[src/rtl/video_timing_gen.sv]
// ---------------------------------------------------------------------------
// video_timing_gen
//
// Raster timing source for the renderer and the HDMI/TMDS output path.
// It runs free horizontal and vertical counters, 1280x720 visible out of
// 1650x750 total by default, and advances one pixel per clock enable.
// Every output is registered and decoded from the same next count, so the
// sync and draw flags always describe the pixel shown on hcount/vcount.
//
// Ports:
//   clk_in           system clock; all state changes on the rising edge
//   rst_in           asynchronous reset, active-low (0 = reset)
//   ce_in            pixel enable; counters advance only while it is high
//   hcount_out       current pixel column, 0..H_TOTAL-1
//   vcount_out       current line, 0..V_TOTAL-1
//   hsync_out        horizontal sync, active-high
//   vsync_out        vertical sync, active-high, held for whole lines
//   active_draw_out  high inside the visible area
//   frame_start_out  one-clock strobe at (ACTIVE_H, ACTIVE_V), which is
//                    the start of vertical blanking
//   frame_count_out  frame index, 0..FPS-1
// ---------------------------------------------------------------------------
module video_timing_gen #(
  parameter int ACTIVE_H = 1280,
  parameter int H_FRONT  = 110,
  parameter int H_SYNC   = 40,
  parameter int H_BACK   = 220,
  parameter int ACTIVE_V = 720,
  parameter int V_FRONT  = 5,
  parameter int V_SYNC   = 5,
  parameter int V_BACK   = 20,
  parameter int FPS      = 60
) (
  input  logic        clk_in,
  input  logic        rst_in,
  input  logic        ce_in,
  output logic [10:0] hcount_out,
  output logic [9:0]  vcount_out,
  output logic        hsync_out,
  output logic        vsync_out,
  output logic        active_draw_out,
  output logic        frame_start_out,
  output logic [5:0]  frame_count_out
);

  localparam int H_TOTAL  = ACTIVE_H + H_FRONT + H_SYNC + H_BACK;
  localparam int V_TOTAL  = ACTIVE_V + V_FRONT + V_SYNC + V_BACK;
  localparam int HS_START = ACTIVE_H + H_FRONT;
  localparam int VS_START = ACTIVE_V + V_FRONT;

  localparam logic [10:0] H_LAST = 11'(H_TOTAL - 1);
  localparam logic [10:0] H_ACT  = 11'(ACTIVE_H);
  localparam logic [10:0] HS_LO  = 11'(HS_START);
  localparam logic [10:0] HS_HI  = 11'(HS_START + H_SYNC);
  localparam logic [9:0]  V_LAST = 10'(V_TOTAL - 1);
  localparam logic [9:0]  V_ACT  = 10'(ACTIVE_V);
  localparam logic [9:0]  VS_LO  = 10'(VS_START);
  localparam logic [9:0]  VS_HI  = 10'(VS_START + V_SYNC);
  localparam logic [5:0]  FC_LAST = 6'(FPS - 1);

  // UNPRIMED: outputs read all-zero after reset; the first enabled edge
  // loads pixel (0,0) without advancing. RUN: one pixel per enabled edge.
  typedef enum logic {UNPRIMED, RUN} state_t;

  state_t      state_q, state_d;
  logic [10:0] hcount_q, hcount_d;
  logic [9:0]  vcount_q, vcount_d;
  logic        hsync_q, hsync_d;
  logic        vsync_q, vsync_d;
  logic        active_draw_q, active_draw_d;
  logic        frame_start_q, frame_start_d;
  logic [5:0]  frame_count_q, frame_count_d;

  // Next-pixel computation. The flags are decoded from the next count, not
  // the current one, so they land in the same register stage as the count.
  // The frame strobe defaults low so it drops even while ce_in is low.
  always_comb begin
    state_d       = state_q;
    hcount_d      = hcount_q;
    vcount_d      = vcount_q;
    hsync_d       = hsync_q;
    vsync_d       = vsync_q;
    active_draw_d = active_draw_q;
    frame_start_d = 1'b0;
    frame_count_d = frame_count_q;

    if (ce_in) begin
      if (state_q == UNPRIMED) begin
        state_d  = RUN;
        hcount_d = '0;
        vcount_d = '0;
      end else if (hcount_q == H_LAST) begin
        hcount_d = '0;
        vcount_d = (vcount_q == V_LAST) ? '0 : vcount_q + 10'd1;
      end else begin
        hcount_d = hcount_q + 11'd1;
      end

      hsync_d       = (hcount_d >= HS_LO) && (hcount_d < HS_HI);
      vsync_d       = (vcount_d >= VS_LO) && (vcount_d < VS_HI);
      active_draw_d = (hcount_d < H_ACT) && (vcount_d < V_ACT);

      // Only a real advance can reach the strobe point, never the priming load
      if ((state_q == RUN) && (hcount_d == H_ACT) && (vcount_d == V_ACT)) begin
        frame_start_d = 1'b1;
        frame_count_d = (frame_count_q == FC_LAST) ? '0 : frame_count_q + 6'd1;
      end
    end
  end

  always_ff @(posedge clk_in or negedge rst_in) begin
    if (!rst_in) begin
      state_q       <= UNPRIMED;
      hcount_q      <= '0;
      vcount_q      <= '0;
      hsync_q       <= 1'b0;
      vsync_q       <= 1'b0;
      active_draw_q <= 1'b0;
      frame_start_q <= 1'b0;
      frame_count_q <= '0;
    end else begin
      state_q       <= state_d;
      hcount_q      <= hcount_d;
      vcount_q      <= vcount_d;
      hsync_q       <= hsync_d;
      vsync_q       <= vsync_d;
      active_draw_q <= active_draw_d;
      frame_start_q <= frame_start_d;
      frame_count_q <= frame_count_d;
    end
  end

  assign hcount_out      = hcount_q;
  assign vcount_out      = vcount_q;
  assign hsync_out       = hsync_q;
  assign vsync_out       = vsync_q;
  assign active_draw_out = active_draw_q;
  assign frame_start_out = frame_start_q;
  assign frame_count_out = frame_count_q;

endmodule

[config.mk]
export PLATFORM = sky130hd
export DESIGN_NAME = video_timing_gen
export DESIGN_NICKNAME = d
export VERILOG_FILES = /design/src/rtl/video_timing_gen.sv
export SDC_FILE = /design/constraint.sdc
export NUM_CORES = 1
export LEC_CHECK = 0
export ABC_CLOCK_PERIOD_IN_PS = 5400
export BUFFER_PORTS_ARGS = -buffer_cell sky130_fd_sc_hd__buf_2
export CAP_MARGIN = 40
export CORE_AREA = 3 3 85 87
export DETAILED_ROUTE_END_ITERATION = 7
export DIE_AREA = 0 0 88 90
export PLACE_DENSITY_LB_ADDON = 0.2
export SLEW_MARGIN = 20
export SYNTH_ARGS = -nofsm -noshare
export SYNTH_HDL_FRONTEND = slang
export SYNTH_SLANG_ARGS = --single-unit
[constraint.sdc]
create_clock -name clk_in -period 5.4 [get_ports clk_in]
set_input_delay 0 -clock clk_in [delete_from_list [all_inputs] [get_ports clk_in]]
set_output_delay 0 -clock clk_in [all_outputs]
set_load 0.005 [all_outputs]
# Word level (Yosys, flattened, before mapping)
# Cells that the tools add are included.
totals:
  regBits: 32
  latch_bits: 0
  ramBits: 0
  mem_bits_ro: 0
  in_bits: 3
  elab_cells: 38
  mem_count: 0
classes:
  add_sub_neg: 3
  n_mul: 0
  n_div: 0
  n_lt_le_gt_ge: 6
  n_eq_ne: 5
  shifts: 0
  n_mux: 10
  n_bitwise: 0
  n_reduce_logical: 6
op_table:
  columns: ["cell", "count"]
  rows:
  - ["2-to-1 mux 10 bit", 4]
  - ["2-to-1 mux 11 bit", 3]
  - ["== test 11 bit (second input constant)", 2]
  - ["less-than comparator 11 bit (second input constant)", 2]
  - ["== test 10 bit (second input constant)", 2]
  - ["less-than comparator 10 bit (second input constant)", 2]
  - ["adder 11 x 1 -> 11 bit (second input constant)", 1]
  - [">= comparator 11 bit (second input constant)", 1]
  - ["adder 10 x 1 -> 10 bit (second input constant)", 1]
  - [">= comparator 10 bit (second input constant)", 1]
  - ["adder 6 x 1 -> 6 bit (second input constant)", 1]
  - ["== test 6 bit (second input constant)", 1]
  - ["2-to-1 mux 6 bit", 1]
  - ["logical AND 1 bit", 5]
  - ["2-to-1 mux 1 bit", 2]
  - ["AND reduction 2 bit", 1]

# Logic depth before layout (Yosys ltp)
# Gate-level depths: netlist of run 1.
logic_depth:
  depth_word: 9
  ltp_mapped: 10
  mapped_depth_nobuf: 9

# Worst setup path before layout of run 1
# Ideal clock, no wire load.
synth_timing:
  kind: "flip-flop to flip-flop"
  startpoint: "register hcount_q[1], in the netlist hcount_out[1]"
  endpoint: "register frame_count_q[2], in the netlist frame_count_out[2]"
  setup_time_ps: 128
  arrival_time_ps: 2609
  t_required_ps: 5272
  slack_ps: 2663
  stages_incl_launch_ff: 10
  path_buffers: 0
  period_less_slack_ps: 2737
  path_cell_list: "dfrtp_1 inv_1 ha_1 nand4bb_2 nor4_1 mux2_2 a211o_1 nor4_4 nand4_1 mux2_1"
synth_via:
  elab_chain_cells: 8
  elab_cells_between_ends: 13
synth_rtl:
  columns: ["element", "line_no", "text"]
  rows:
  - ["from (decl)", "66", "logic [10:0] hcount_q, hcount_d;"]
  - ["from (signal assigned)", "123", "hcount_q <= hcount_d;"]
  - ["adder 11 x 1 -> 11 bit or == test 11 bit (tied branches)", "96, 92", null]
  - ["2-to-1 mux 11 bit", "92", "end else if (hcount_q == H_LAST) begin"]
  - ["2-to-1 mux 11 bit", "88", "if (state_q == UNPRIMED) begin"]
  - ["2-to-1 mux 11 bit", "87", "if (ce_in) begin"]
  - ["== test 11 bit", "104", "if ((state_q == RUN) && (hcount_d == H_ACT) && (vcount_d == V_ACT)) begin"]
  - ["logical AND 1 bit", "104", null]
  - ["logical AND 1 bit *", "104", null]
  - ["AND reduction 2 bit (no line) *", null, null]
  - ["to (signal assigned)", "129", "frame_count_q <= frame_count_d;"]
  - ["to (decl)", "72", "logic [5:0] frame_count_q, frame_count_d;"]
# Mark *: on every way between the ends. The rest lies on a longest branch, timed or not. The select of a mux whose other input is x is not followed.
# A chain may end at the register's enable or synchronous reset.

# Worst setup path in the final report of run 1
layout_timing:
  startpoint: "register vcount_q[0], in the netlist vcount_out[0]"
  endpoint: "register frame_count_q[2], in the netlist frame_count_out[2]"
layout_via:
  elab_chain_cells: 8
  elab_cells_between_ends: 9
layout_rtl:
  columns: ["element", "line_no", "text"]
  rows:
  - ["from (decl)", "67", "logic [9:0] vcount_q, vcount_d;"]
  - ["from (signal assigned)", "124", "vcount_q <= vcount_d;"]
  - ["adder 10 x 1 -> 10 bit or == test 10 bit (tied branches)", "94", "vcount_d = (vcount_q == V_LAST) ? '0 : vcount_q + 10'd1;"]
  - ["2-to-1 mux 10 bit", "94", null]
  - ["2-to-1 mux 10 bit *", "92", null]
  - ["2-to-1 mux 10 bit *", "88", null]
  - ["2-to-1 mux 10 bit *", "87", null]
  - ["== test 10 bit *", "104", null]
  - ["logical AND 1 bit *", "104", null]
  - ["AND reduction 2 bit (no line) *", null, null]
# Marks and branches as above.

==> reports/qor.txt, run 1 <==
Clock Pin Slew Worst Setup and Hold Paths: 70 ps
Post-synth EDFFs: 0
Dpl hpwl: 4815 um
RR Startpoint: vcount_out[0]
Placer Congestion: 0.8602
Sequential area share after synthesis: 0.3081
# clock sinks: 32
Fillers: 649
Crit Path Class: reg2reg
Top delay family on crit path: simple AND/OR/NAND/NOR gates
RSZ-0062 raised after global routing: no
Port Buffer Count: 33
Crit path buffers/inverters: 1
Least-Margin Pin Slew: 672.4 ps
Minimum clock period: 3154 ps
WL/cell: 16.96 um
Drt via density: 5.985
Post-detailed-route count of antenna-violating nets: 0
Initial core utilization: 0.4046
CTS Buf Count: 5
Gate power share: 0.312
Normalized max-slew margin: 0.5485
Reg2reg end: frame_count_out[2]
Startpoint Class: register
Largest net degree at the start of global routing: 38
Clk pwr share: 0.251
Grt ovf: 0
Final Setup Violations: 0
Yosys top cell by area: dfrtp_1
CP Max Fanout: 9
IO Count: 34
Critical path required time: 5580 ps
Post-CTS setup buffers: 0
First-pass GRT wire length: 11920 um
Unique masters post-synth: 65
Synth Cell Area: 0.002599 mm2
Crit-path slowest cell: dfrtp_1
Syn Inst Count: 312
Final Max Tran Viols: 0
Switching Share: 0.3838
Clock root cell: clkbuf_8
Total power: 0.0007324 W
Avg Synthesized Cell Area: 8.329 um2
Top-area cell type share of the netlist area: 0.3081
Final Hold Fails: 0
Most frequent cells in the layout: nand2_1, buf_2, dfrtp_1, o21ai_0, nand3_1
Worst-Skew Late Latency: 290 ps
DRC viols: 0
Die height: 90 um
FP Rows: 29
Final nets: 338
Pwr dens: 256.0 mW/mm2
Top post-synthesis cells by area: dfrtp_1, o21ai_0, nand2_1, nand3_1, xnor2_1
Internal: 0.0004513 W
Max Cap Viol: 0
Drt first pass iters: 4
Pleak: 1.230 nW
Vias: 2436
Max VDD drop: 186.6 uV
FF-to-FF setup slack: 2250 ps
Post-Layout Cell Count: 407
CTS tree: done
Layout area overhead: 10.11%
DP Cell Count: 398
Die Area: 0.007920 mm2
Peak Freq: 317.1 MHz
Crit path largest cell delay: 500 ps
Main synth FF type: dfrtp_1
Initial antenna violation count: 0
Net switching power: 0.0002811 W
Status: completed
Die W: 88 um
Worst min path class: in2async
Period Utilization, post-route: 0.5840
Clock Skew: 4.251 ps
Total track usage: 0.1850
Share of cells above drive strength 1: 0.1848
Vias in the first global route: 2333
Post-CTS sizing: 0
Htree depth: 2
Data arrival, critical path: 3330 ps
Diodes inserted: 0
Routed Wire Length: 6904 um
Register share of total power: 0.437
Reg2reg path depth: 8
Initial DRC count: 143
CP Capture Type: register
Core area: 0.006422 mm2
Post-synthesis async set-or-reset flop share: 1.000
Yosys reg bits: 32
Yosys warnings: 0
Crit-path cells: ha_1 -> inv_1 -> nor4_1 -> mux2_2 -> a211o_1 -> nor4_4 -> nand4_1 -> mux2_1
TNS Setup: 0 ps
CTS Buffer Depth: 2
Post-Syn Nets: 320
==> sequential cells by signal, summed over array words and instances (netlist names) <==
| name | count |
|---|---|
| frame_count_out | 6 |
| active_draw_out | 1 |
| hsync_out | 1 |
| frame_start_out | 1 |
| hcount_out | 11 |
| vcount_out | 10 |
| state_q | 1 |
| vsync_out | 1 |
==> worst register-to-register path, delay by kind of cell (launching register included) <==
family / cells / cell delay [ps]
AOI/OAI and AO/OA: 1 / 330
adders and majority gates: 1 / 410
buffers and inverters: 1 / 170
DFF: 1 / 500
muxes: 2 / 720
and+or+nand+nor: 3 / 930
==> Yosys cell counts, drive strengths merged (2+ instances only) <==
library cell and count:
nor2 10, o31ai 9, a31oi 4, nand3b 2, o21ai 27, nor4 8, nor3 8, nor2b 4
a41o 2, and2 2, o22ai 6, o41ai 4, or3 4, nand4 11, nand4bb 3, xnor2 9
a211o 2, and4 2, and3 8, nand3 21, xor2 3, a21oi 10, ha 5, nand2b 3
inv 18, clkbuf 9, a311o 3, dfrtp 32, a31o 3, mux2 6, buf 15, nor3b 3
a211oi 3, nand2 34
==> metal layers <==
layer  vias to the layer above  track usage  routed length [um]
li1                       1204            -                   -
met1                      1189       0.2726                3473
met2                        39       0.2764                3134
met3                         4      0.03291                 236
met4                         0      0.04604                  60
met5                         -            0                   0
==> timing repair <==
action                                  4_1_cts  5_1_grt
endpoints found under the hold margin        32        0
hold buffers                                  1        0
endpoints found under the setup margin        0        0
==> layout make-up <==
type / instances / area, um2 / area share
timing repair buffer: 35 / 202.7 / 0.07084
clock buffer: 6 / 72.57 / 0.02536
multi-input combinational: 238 / 1617 / 0.5649
tap: 77 / 96.34 / 0.03367
sequential: 32 / 800.8 / 0.2798
clock inverter: 1 / 5.005 / 0.001749
inverter: 18 / 67.56 / 0.02361
==> how the worst max path moves through the flow <==
stage,from,to,cells after the start,slack (ps)
after floorplan,hcount_out[1],frame_count_out[2],9,2660
after global placement,vcount_out[0],frame_count_out[2],8,2260
after detailed placement,vcount_out[0],frame_count_out[2],8,2270
after CTS,vcount_out[0],frame_count_out[2],8,2250
after global routing,vcount_out[0],frame_count_out[2],8,2000
final,vcount_out[0],frame_count_out[2],8,2250
==> kinds of logic (layout without fill, tap and decap cells) <==
| logic type | after synthesis | count (layout) | share of synthesized area |
|---|---|---|---|
| adders and majority gates | 5 | 5 | 0.02407 |
| and+or+nand+nor | 131 | 131 | 0.3149 |
| DFF | 32 | 32 | 0.3081 |
| buffers and inverters | 42 | 60 | 0.06981 |
| muxes | 7 | 7 | 0.02985 |
| AOI/OAI and AO/OA | 83 | 83 | 0.2128 |
| xor gates and xnor gates | 12 | 12 | 0.04045 |
==> power by group through the flow <==
stage	Sequential [W]	Combinational [W]	Clock (W)
floorplan	0.000287	0.000196	0
global placement	0.000322	0.000227	0
detailed placement	0.000324	0.000226	0
CTS	0.000319	0.000227	0.000189
global route	0.000326	0.000258	0.000203
finish	0.000320	0.000229	0.000184
==> through the flow <==
stage | setup slack, ps | hold slack (ps) | instance area (um2) | utilization
final | 2246 | 148.6 | 2861 | 0.4455
after global routing | 2002 | 172.7 | 2861 | 0.4455
after global placement | 2255 | 121.0 | 2746 | 0.4276
after floorplan | 2663 | -295.6 | 2599 | -
after detailed placement | 2271 | 144.4 | 2746 | 0.4276
after CTS | 2255 | 255.4 | 2834 | 0.4413
Note: power is estimated with default switching activity, not from simulation.
==> inputs of run 2 (changes only) <==
ABC_CLOCK_PERIOD_IN_PS = 2700   (was 5400)
clock period = 2.7 ns   (was 5.4 ns; I/O delays follow)
==> reports/qor.txt, run 2 (synthesis results as in run 1) <==
Status: completed
Grt ovf: 0 (unchanged)
FF-to-FF setup slack: 30 ps (-2220 ps)
Max reg flops: 11 (unchanged)
Final Max Tran Viols: 0 (unchanged)
Min Hold Slack: 37.15 ps (-111.5 ps)
Final Hold Fails: 0 (unchanged)
Htree depth: 2 (unchanged)
CTS tree: done
DRC viols: 0 (unchanged)
Crit Path Class: reg2reg
Total track usage: 0.2000 (+0.01506)
Clock root cell: clkbuf_8
Die Area: 0.007920 mm2 (unchanged)
CTS Buf Count: 5 (unchanged)
Vias: 2818 (+16%)
Port Buffer Count: 33 (unchanged)
Crit-path cells: buf_6 -> ha_4 -> xor2_1 -> o21ai_1 -> a21oi_2 -> or4_4 -> nor4_4 -> nand4_1 -> mux2_4
Die W: 88 um (unchanged)
Commonest non-fill, non-tap cell in the layout: buf_4
Top delay family on crit path: simple AND/OR/NAND/NOR gates
Initial core utilization: 0.4046 (unchanged)
Vias in the first global route: 2524 (+8.2%)
Post-detailed-route count of antenna-violating nets: 0 (unchanged)
Startpoint Class: register
IO Count: 34 (unchanged)
Area occupied by registers: 803.3 um2 (+0.31%)
Least-Margin Pin Slew: 364.8 ps (-307.5 ps)
Core area: 0.006422 mm2 (unchanged)
Peak Freq: 374.1 MHz (+18%)
First-pass GRT wire length: 12710 um (+6.7%)
Share of cells above drive strength 1: 0.4005 (+0.2156)
CP Capture Type: register
Initial antenna violation count: 0 (unchanged)
CP Max Fanout: 4 (-5)
Crit-path slowest cell: or4_4
Die height: 90 um (unchanged)
Crit path buffers/inverters: 1 (unchanged)
Post-Layout Cell Count: 479 (+18%)
Drt first pass iters: 5 (+1)
Max Cap Viol: 0 (unchanged)
Max VDD drop: 330.4 uV (+77%)
Area of the multi-input gates: 0.001823 mm2 (+13%)
Placed instance area: 0.003178 mm2 (+16%)
RSZ-0062 raised after global routing: yes
DP Cell Count: 453 (+14%)
CTS Buffer Depth: 2 (unchanged)
Most frequent cells in the layout: buf_4, nand2_1, buf_2, dfrtp_1, o21ai_0
Post-route cell area: 0.003637 mm2 (+27%)
Fillers: 570 (-12%)
Crit path largest cell delay: 580 ps (+80 ps)
Clock Skew: 4.914 ps (+0.6630 ps)
FP Rows: 29 (unchanged)
Clock Pin Slew Worst Setup and Hold Paths: 80 ps (about the same)
Worst-Skew Late Latency: 300 ps (about the same)
Diodes inserted: 0 (unchanged)
Largest net degree at the start of global routing: 37 (-2.6%)
Final Setup Violations: 0 (unchanged)
Normalized max-slew margin: 0.7505 (+0.2020)
Critical path required time: 2890 ps (-2690 ps)
# clock sinks: 32 (unchanged)
Minimum clock period: 2673 ps (-480.7 ps)
Final nets: 409 (+21%)
Dpl hpwl: 5756 um (+20%)
Period Utilization, post-route: 0.9900 (+0.4060)
Data arrival, critical path: 2860 ps (-470 ps)
Pleak: 1.664 nW (+35%)
Layout area overhead: 39.96%
Placer Congestion: 0.8625 (+0.27%)
Drt via density: 5.883 (-1.7%)
Pwr dens: 506.7 mW/mm2 (+98%)
Total power: 0.001843 W (+150%)
Worst min path class: in2async
WL/cell: 17.11 um (+0.89%)
Routed Wire Length: 8198 um (+19%)
Initial DRC count: 186 (+30%)
-- run 2: timing repair --
item	CTS	global route
gates resized for setup	0	40
hold buffers	1	0
setup endpoints to repair	1	8
pin swaps	1	16
hold endpoints to repair	32	0
buffers inserted	1	15
-- run 2: cell type report --
class / instances / share of cell area
timing repair buffer: 106 / 0.2023
clock buffer: 5 / 0.01892
sequential: 32 / 0.2208
tap: 77 / 0.02649
inverter: 18 / 0.01858
clock inverter: 3 / 0.01170
multi-input combinational: 238 / 0.5012
-- run 2: power by group --
group          internal, W  total, W  switching (W)
combinational     0.000389  0.000793       0.000404
sequential        0.000520  0.000569      0.0000492
clock             0.000273  0.000481       0.000208
-- run 2: metal layers --
| layer | vias to the layer above | track usage | part of all wire |
|---|---|---|---|
| met1 | 1388 | 0.2860 | 0.45 |
| met2 | 83 | 0.3147 | 0.48 |
| li1 | 1337 | - | - |
| met4 | 0 | 0.04348 | 0.012 |
| met5 | - | 0 | 0 |
| met3 | 10 | 0.03199 | 0.052 |
-- run 2: path summary, 6_finish.rpt --
check / from / endpoint / cells after the start
max: hcount_out[1] / frame_count_out[2] / 9
min: rst_in / hcount_out[5] / 2
max reg2reg: hcount_out[1] / frame_count_out[2] / 9
min reg2reg: vsync_out / vsync_out / 1
max in group asynchronous: rst_in / vcount_out[0] / 3
min in group clk_in: ce_in / hcount_out[5] / 4
-- run 2: per-stage QoR --
| stage | setup WS (ps) | util | setup TNS, ps |
|---|---|---|---|
| 2_1_floorplan | 14.71 | - | 0 |
| 3_3_place_gp | 14.79 | 0.4948 | 0 |
| 3_5_place_dp | -25.55 | 0.4948 | -25.55 |
| 4_1_cts | 4.740 | 0.5149 | 0 |
| 5_1_grt | -118.1 | 0.5663 | -341.9 |
| 6_report | 26.94 | 0.5663 | 0 |
